## config.mk

```make
export PLATFORM = sky130hd
export DESIGN_NAME = regfile_wr_queue_flat
export DESIGN_NICKNAME = d
export VERILOG_FILES = /design/src/rtl/regfile_wr_queue_if.sv /design/src/rtl/regfile_wr_queue.sv /design/src/flat_wrapper.sv
export SDC_FILE = /design/constraint.sdc
export NUM_CORES = 1
export LEC_CHECK = 0
export CORE_MARGIN = 2
export CORE_UTILIZATION = 35
export DETAILED_ROUTE_END_ITERATION = 6
export PLACE_DENSITY = 0.53
export SYNTH_ARGS = -nofsm -noshare
export SYNTH_HDL_FRONTEND = slang
export SYNTH_SLANG_ARGS = --single-unit
```

## constraint.sdc

```tcl
create_clock -name clk -period 2.5 [get_ports clk]
set_input_delay 0.25 -clock clk [delete_from_list [all_inputs] [get_ports clk]]
set_output_delay 0.25 -clock clk [all_outputs]
set_load 0.005 [all_outputs]
```

## src/rtl/regfile_wr_queue_if.sv

```systemverilog
// Request handshake between execute stage and the write-back queue.
// Master drives valid/addr/data; slave answers with ready.
interface regfile_wr_queue_if #(
    parameter int ADDR_W = 3,
    parameter int DATA_W = 5
);
    logic              req_valid;
    logic              req_ready;
    logic [ADDR_W-1:0] req_addr;
    logic [DATA_W-1:0] req_data;

    modport master (
        output req_valid,
        output req_addr,
        output req_data,
        input  req_ready
    );

    modport slave (
        input  req_valid,
        input  req_addr,
        input  req_data,
        output req_ready
    );
endinterface

```

## src/rtl/regfile_wr_queue.sv

```systemverilog
// Write-back queue in front of the register array.
// FIFO of (addr,data), one drain per cycle, one-hot select, forwarding lookup.
module regfile_wr_queue #(
    parameter int NUM_REGS = 8,
    parameter int ADDR_W   = 3,
    parameter int DATA_W   = 5,
    parameter int DEPTH    = 4
) (
    input  logic                     clk,
    input  logic                     rst,
    regfile_wr_queue_if.slave        req,
    input  logic                     stall,
    output logic [NUM_REGS-1:0]      chosen,
    output logic                     w_en,
    output logic [DATA_W-1:0]        w_data,
    input  logic [ADDR_W-1:0]        pend_addr,
    output logic                     pend_hit,
    output logic [DATA_W-1:0]        pend_data,
    output logic [$clog2(DEPTH):0]   count,
    output logic                     err
);
    localparam int PW = $clog2(DEPTH);
    localparam int CW = PW + 1;

    logic [ADDR_W-1:0]   r_addr [DEPTH];
    logic [DATA_W-1:0]   r_data [DEPTH];
    logic [PW-1:0]       r_wp;
    logic [PW-1:0]       r_rp;
    logic [CW-1:0]       r_cnt;
    logic [NUM_REGS-1:0] r_chosen;
    logic                r_w_en;
    logic [DATA_W-1:0]   r_w_data;
    logic                r_err;

    logic                w_full;
    logic                w_empty;
    logic                w_in_range;
    logic                w_acc;
    logic                w_push;
    logic                w_pop;
    logic [NUM_REGS-1:0] w_head_sel;

    assign w_full        = (r_cnt == CW'(DEPTH));
    assign w_empty       = (r_cnt == '0);
    assign req.req_ready = !w_full;
    assign w_in_range    = (int'(req.req_addr) < NUM_REGS);
    assign w_acc         = req.req_valid && !w_full;
    assign w_push        = w_acc && w_in_range;
    assign w_pop         = !w_empty && !stall;

    assign chosen = r_chosen;
    assign w_en   = r_w_en;
    assign w_data = r_w_data;
    assign count  = r_cnt;
    assign err    = r_err;

    // Decode the head entry's address into a one-hot register select
    always_comb begin
        w_head_sel = '0;
        for (int i = 0; i < NUM_REGS; i++) begin
            w_head_sel[i] = (r_addr[r_rp] == ADDR_W'(i));
        end
    end

    // Queue storage and pointers; out-of-range requests are swallowed
    always_ff @(posedge clk or negedge rst) begin
        if (!rst) begin
            for (int i = 0; i < DEPTH; i++) begin
                r_addr[i] <= '0;
                r_data[i] <= '0;
            end
            r_wp  <= '0;
            r_rp  <= '0;
            r_cnt <= '0;
        end else begin
            if (w_push) begin
                r_addr[r_wp] <= req.req_addr;
                r_data[r_wp] <= req.req_data;
                r_wp         <= r_wp + PW'(1);
            end
            if (w_pop) begin
                r_rp <= r_rp + PW'(1);
            end
            case ({w_push, w_pop})
                2'b10:   r_cnt <= r_cnt + CW'(1);
                2'b01:   r_cnt <= r_cnt - CW'(1);
                default: r_cnt <= r_cnt;
            endcase
        end
    end

    // Register-array drive stage: one-cycle strobe per popped entry
    always_ff @(posedge clk or negedge rst) begin
        if (!rst) begin
            r_w_en    <= 1'b0;
            r_chosen  <= '0;
            r_w_data  <= '0;
        end else if (w_pop) begin
            r_w_en    <= 1'b1;
            r_chosen  <= w_head_sel;
            r_w_data  <= r_data[r_rp];
        end else begin
            r_w_en    <= 1'b0;
            r_chosen  <= '0;
        end
    end

    // Sticky flag for any accepted request aimed past the register file
    always_ff @(posedge clk or negedge rst) begin
        if (!rst) begin
            r_err <= 1'b0;
        end else if (w_acc && !w_in_range) begin
            r_err <= 1'b1;
        end
    end

    // Lookup: output stage is oldest, then queue entries oldest to newest
    always_comb begin
        logic [PW-1:0] v_idx;
        v_idx     = '0;
        pend_hit  = 1'b0;
        pend_data = '0;
        for (int i = 0; i < NUM_REGS; i++) begin
            if (r_w_en && r_chosen[i] && pend_addr == ADDR_W'(i)) begin
                pend_hit  = 1'b1;
                pend_data = r_w_data;
            end
        end
        for (int k = 0; k < DEPTH; k++) begin
            v_idx = r_rp + PW'(k);
            if (CW'(k) < r_cnt && r_addr[v_idx] == pend_addr) begin
                pend_hit  = 1'b1;
                pend_data = r_data[v_idx];
            end
        end
    end
endmodule

```

## src/flat_wrapper.sv

```systemverilog
// flat-port wrapper written by rule: the top's interface ports become plain ports
module regfile_wr_queue_flat 
#(
    parameter int NUM_REGS = 8,
    parameter int ADDR_W   = 3,
    parameter int DATA_W   = 5,
    parameter int DEPTH    = 4
)
  (clk, rst, stall, chosen, w_en, w_data, pend_addr, pend_hit, pend_data, count, err, req_req_valid, req_req_addr, req_req_data, req_req_ready);
  regfile_wr_queue_if #(.ADDR_W(ADDR_W), .DATA_W(DATA_W)) req_i ();
  input  logic clk;
  input  logic rst;
  input  logic stall;
  output logic [NUM_REGS-1:0] chosen;
  output logic w_en;
  output logic [DATA_W-1:0] w_data;
  input  logic [ADDR_W-1:0] pend_addr;
  output logic pend_hit;
  output logic [DATA_W-1:0] pend_data;
  output logic [$clog2(DEPTH):0] count;
  output logic err;
  input wire logic [$bits(req_i.req_valid)-1:0] req_req_valid;
  input wire logic [$bits(req_i.req_addr)-1:0] req_req_addr;
  input wire logic [$bits(req_i.req_data)-1:0] req_req_data;
  output wire logic [$bits(req_i.req_ready)-1:0] req_req_ready;
  assign req_i.req_valid = req_req_valid;
  assign req_i.req_addr = req_req_addr;
  assign req_i.req_data = req_req_data;
  assign req_req_ready = req_i.req_ready;
  regfile_wr_queue #(.NUM_REGS(NUM_REGS), .ADDR_W(ADDR_W), .DATA_W(DATA_W), .DEPTH(DEPTH)) u_core (.clk(clk), .rst(rst), .req(req_i), .stall(stall), .chosen(chosen), .w_en(w_en), .w_data(w_data), .pend_addr(pend_addr), .pend_hit(pend_hit), .pend_data(pend_data), .count(count), .err(err));
endmodule
```

== After elaboration in Yosys (flattened, before gate mapping) ==
Cells that the tools add are included.

* Bits of input ports: 15
* Bits in read-only memories: 0
* Logic and storage cells: 143
* Register bits: 53
* Memories: 0
* Bits in latches: 0
* Memory bits (writable): 0
* Output and inout port bits: 25

* Shift operators: 0
* Eq/ne operators: 21
* Div/mod/pow operators: 0
* Multiply operators: 0
* Magnitude comparators: 10
* Muxes and demuxes: 57
* Reduce and logical (&&, ||, !) cells: 30
* Bitwise operators: 5
* Add/subtract/negate cells: 6

{| class="wikitable"
|+ Operators with widths
! kind !! count
|-
| 5-bit two-way mux || 21
|-
| 5-bit binary-select mux with 2-bit select || 4
|-
| 3-bit == test (second input constant) || 9
|-
| 3-bit two-way mux || 9
|-
| 3-bit binary-select mux with 2-bit select || 4
|-
| 1-bit logical AND || 23
|-
| 20-bit bitwise mux || 1
|-
| 3-bit greater-or-equal comparator (second input constant) || 5
|-
| 2-bit NOT with 3-bit output || 5
|-
| 1-bit two-way mux || 13
|-
| 12-bit bitwise mux || 1
|-
| 3-bit by 2-bit == test with 1-bit output (second input constant) || 4
|-
| 3-bit == test || 4
|-
| 5-bit demux with 2-bit select || 1
|-
| 3-bit logical NOT || 3
|-
| 8-bit two-way mux || 1
|-
| 3-bit demux with 2-bit select || 1
|-
| 3-bit by 1-bit == test with 1-bit output (second input constant) || 2
|-
| 1-bit by 3-bit < comparator with 1-bit output (first input constant) || 2
|-
| 2-bit by 3-bit < comparator with 1-bit output (first input constant) || 2
|-
| 3-bit one-hot mux with 2 select lines || 1
|-
| 2-bit by 1-bit adder with 2-bit output (second input constant) || 2
|-
| 2-bit adder (second input constant) || 2
|-
| 3-bit by 1-bit adder with 3-bit output (second input constant) || 1
|-
| 6 further kinds || 8
|}

== Longest topological paths before layout ==
* Word-level depth: 14
* Gate-level depth with buffers: 10
* Mapped depth without buffers: 9

== Worst setup path after synthesis ==
Ideal clock, no wire load.

* Path type: reg2out
* Start: register u_core.r_rp[1]
* End: output port pend_data[3]
* Path slack: 0.427 ns
* Path buffers: 2
* Arrival time: 1.823 ns
* Cell stages (with the launch flop): 9
* Required time: 2.250 ns
* Path through: dfrtp_1 buf_6 mux4_1 xnor2_1 nand4_1 buf_4 clkinv_1 a21oi_1 a21oi_2

* Longest elaborated chain between the ends: 10
* Elaborated cells between the ends (all ways): 43
* Those cells by class: add/sub (3); eq/ne (4); mux (28); bitwise (4); reduce/logical (4)

{| class="wikitable"
|+ Ends and longest elaborated chain
! what !! RTL line !! RTL
|-
| from (decl) || regfile_wr_queue.sv:28 || <nowiki>logic [PW-1:0] r_rp;</nowiki>
|-
| from (signal assigned) || regfile_wr_queue.sv:82 || <nowiki>r_rp <= r_rp + PW'(1);</nowiki>
|-
| 2-bit by 1-bit adder with 2-bit output / 2-bit NOT with 3-bit output (equally long branches) || regfile_wr_queue.sv:130, regfile_wr_queue.sv:131, regfile_wr_queue.sv:133 ||
|-
| 2-bit NOT with 3-bit output (not written as such) / 3-bit binary-select mux with 2-bit select (equally long branches) || regfile_wr_queue.sv:131, regfile_wr_queue.sv:133 ||
|-
| 3-bit binary-select mux with 2-bit select / 3-bit two-way mux (equally long branches) || regfile_wr_queue.sv:131 || <nowiki>if (CW'(k) < r_cnt && r_addr[v_idx] == pend_addr) begin</nowiki>
|-
| 3-bit two-way mux (not written as such) || regfile_wr_queue.sv:131 ||
|-
| 3-bit two-way mux (not written as such) / 3-bit == test (equally long branches) || regfile_wr_queue.sv:131 ||
|-
| 3-bit == test / 1-bit logical AND (equally long branches) || regfile_wr_queue.sv:131 ||
|-
| 1-bit logical AND / 5-bit two-way mux (equally long branches) || regfile_wr_queue.sv:131 ||
|-
| 5-bit two-way mux (2 in series) || regfile_wr_queue.sv:131 ||
|-
| 5-bit two-way mux * || regfile_wr_queue.sv:131 ||
|-
| to (decl) || flat_wrapper.sv:19 || <nowiki>output logic [DATA_W-1:0] pend_data;</nowiki>
|}

Every way passes the cells marked *; elsewhere a longest branch is shown, timed or not. The select of a mux whose other input is x is not followed.

== Worst setup path in the final report ==
* Start: register u_core.r_rp[1]
* End: output port pend_data[4]

Same word-level chain as after synthesis.

==> results.toml <==
[run_status]
status = "finished, violations left"
failed_checks = "negative setup slack"

[timing]
finalCritPeriodShare_pct = 109
fmax_mhz = 366
min_period_ps = 2730
rsz0062_at_grt = "yes"
hold_viol_final = 0
fin_setup_tns_ps = -1110
skew_ps = 8.48
whs_ps = 337
finalSetupViolCount = 6
layout_setup_ws_ps = -232
slew_violations = 0

[yosys]
yosysSeqAreaShare_pct = 38.8
synth_top_area_cell = "dfrtp_1"
synth-main-ff-cell = "dfrtp_1"
synthCells = 312
ys_async_sr_fraction_pct = 100
syn_area_um2 = 3420
synth.distinct_cells = 40
avgSynthCellArea_um2 = 11.0
synth_seq_cells = 53
yosys_warnings = 0
synth_commonest_cells = "dfrtp_1, mux2_2, mux2i_1"
synth_most_common_cell = "dfrtp_1"
syn-num-nets = 336
ys_top_cells_by_area = "dfrtp_1, mux2_2, mux2i_1, mux4_2, nand2_1"
synth-edff-count = 0
synth_top_area_share_pct = 38.8

[finish]
multiInputGateArea_um2 = 2030
seqCellArea_um2 = 1330
n_antenna_cell = 0
drive_gt1_share_pct = 37.9
final_cell_area_um2 = 4490
final_nets = 414
fillCellCount = 926
area_delta_synth_final_pct = 31.2

[detailed_routing]
wl_um = 7270
drc = 0
vias_per_cell = 4.66
drt_first_pass_iters = 4
wire_per_inst_um = 13.9
drtIter0Drc = 66
ant_nets = 0
vias = 2441

[floorplan]
die_h_um = 103
core_um2 = 9640
io_pins = 40
core.rowCount = 36
fp.dieW_um = 103
start_util_pct = 35.5
die_area_um2 = 10600

[setup_path]
r2r_setup_slack_ps = 490
cp-start-kind = "flip-flop"
rr_startpoint = "u_core.count[0]"
worst_setup_path_end_kind = "output port"
cp_max_fo = 8
critPathArrivalTime_ps = 2480
worstSetupPathType = "flip-flop to output port"
cp_data_required_time_ps = 2250
r2r_cells = 7
reg2reg_to = "u_core.r_addr[4]"

[power]
power.density_nw_per_um2 = 1500
power_frac_seq_pct = 24.8
total_power_mw = 6.74
p_clk_share_pct = 9.2
p_switching_mw = 2.64
vdd_drop_max_v = 0.000511
combPwrFrac_pct = 66.0
p_int_mw = 4.10
p_leak_nw = 1.97
p_sw_share_pct = 39.2

[clocking]
cts_made_buffers = 5
cts_max_level = 2
clk_latency_ps = 310
clock_path_buffers = 2
clk_pin_slew_ps = 110
cts.sinks = 53
cts_tree = "yes"
cts_root_buffer = "clkbuf_8"

[min_path]
hold_class = "input pin to async pin"

[placed_design]
io_buffers = 38
placed_area_um2 = 4130
dp_hpwl_um = 5540
place_congestion = 0.738

[global_route]
grt_pass1_wl_um = 11900
grt_max_degree = 35
antenna_found_initial = 0
overflow = 0
grt_util_all_layers_pct = 14.3
grt_pass1_vias = 2341

[flow_run]
drv_cap = 0
## power groups by stage
| stage | Clock (mW) | Combinational, mW | Sequential (mW) |
|---|---|---|---|
| final | 0.621 | 4.45 | 1.67 |
| after CTS | 0.638 | 4.32 | 1.65 |
| after floorplan | 0 | 2.71 | 1.56 |
| after detailed placement | 0 | 4.05 | 1.65 |
| after global routing | 0.671 | 4.89 | 1.73 |
| after global placement | 0 | 4.03 | 1.64 |
## worst max-delay path by stage
| stage | start | end | cells past startpoint |
|---|---|---|---|
| global placement | pend_addr[1] | pend_hit | 5 |
| detailed placement | pend_addr[1] | pend_hit | 5 |
| floorplan | u_core.r_rp[1] | pend_data[3] | 8 |
| CTS | u_core.r_rp[1] | pend_data[4] | 11 |
| global route | u_core.r_rp[0] | pend_data[4] | 8 |
| finish | u_core.r_rp[1] | pend_data[4] | 11 |
## through the flow
stage | instances | setup slack [ps] | util, %
6_report | 524 | -232 | 46.6
5_1_grt | 524 | -329 | 46.6
2_1_floorplan | 312 | 427 | -
3_3_place_gp | 499 | -303 | 42.8
3_5_place_dp | 499 | -348 | 42.8
4_1_cts | 519 | -278 | 45.6
## repair_timing
action | in CTS | in global routing
hold buffers | 1 | 0
endpoints found under the setup margin | 6 | 6
resized for setup | 43 | 16
pin swaps | 15 | 12
gates cloned | 1 | 0
endpoints found under the hold margin | 11 | 0
buffers inserted | 10 | 6
## state kept, by name, indices dropped and copies added (netlist names)
signal         cells
u_core.w_en        1
u_core.r_addr     12
u_core.r_wp        2
u_core.w_data      5
u_core.r_data     20
u_core.chosen      8
u_core.r_rp        2
u_core.count       3
## cells in the final DEF, fill, tap and decap left out, types with 5 or more instances in the layout
| cell type | n |
|---|---|
| dfrtp_1 | 51 |
| mux2_2 | 42 |
| buf_4 | 39 |
| nand2_1 | 33 |
| clkdlybuf4s50_1 | 31 |
| mux2i_1 | 29 |
| nor2_1 | 20 |
| inv_1 | 12 |
| o21ai_0 | 12 |
| a21oi_1 | 10 |
| ha_1 | 9 |
| mux4_2 | 8 |
| buf_6 | 8 |
| a21oi_2 | 7 |
| xnor2_1 | 7 |
| buf_2 | 6 |
| xnor2_2 | 5 |
| xor2_1 | 5 |
| mux2i_2 | 5 |
| o21ai_1 | 5 |
| a31o_1 | 5 |
| clkbuf_8 | 5 |
## layer usage
| layer | track usage [%] | vias up | routed length [µm] |
|---|---|---|---|
| met5 | 0 | - | 0 |
| met4 | 3.34 | 0 | 54 |
| met3 | 1.97 | 2 | 184 |
| met2 | 22.1 | 38 | 3260 |
| met1 | 21.4 | 1154 | 3770 |
| li1 | - | 1247 | - |
## logic make-up after synthesis
kind of cell | share of synthesized area (%)
compound gates | 9.07
buf+inv | 4.68
simple gates | 8.99
flops | 38.8
fa+ha+maj | 3.29
xor+xnor | 5.27
mux | 29.8
other cells | 0.110
## critical path, stage by stage, from the launching register on
cell       delay (ps)
dfrtp_2           460
buf_12            160
buf_4             130
mux2i_2           160
a22oi_2           140
o2111ai_2         150
a211oi_4          300
buf_12            150
buf_6             100
mux2i_2           220
a21oi_2            80
buf_2             130
## cell type report
type | instances | share of cell area, %
clock buffer | 5 | 1.53
tap | 133 | 3.71
timing repair buffer | 88 | 17.7
sequential | 53 | 29.6
multi-input combinational | 229 | 45.2
inverter | 13 | 1.12
clock inverter | 3 | 1.12
Power figures use the tool's default switching activity.
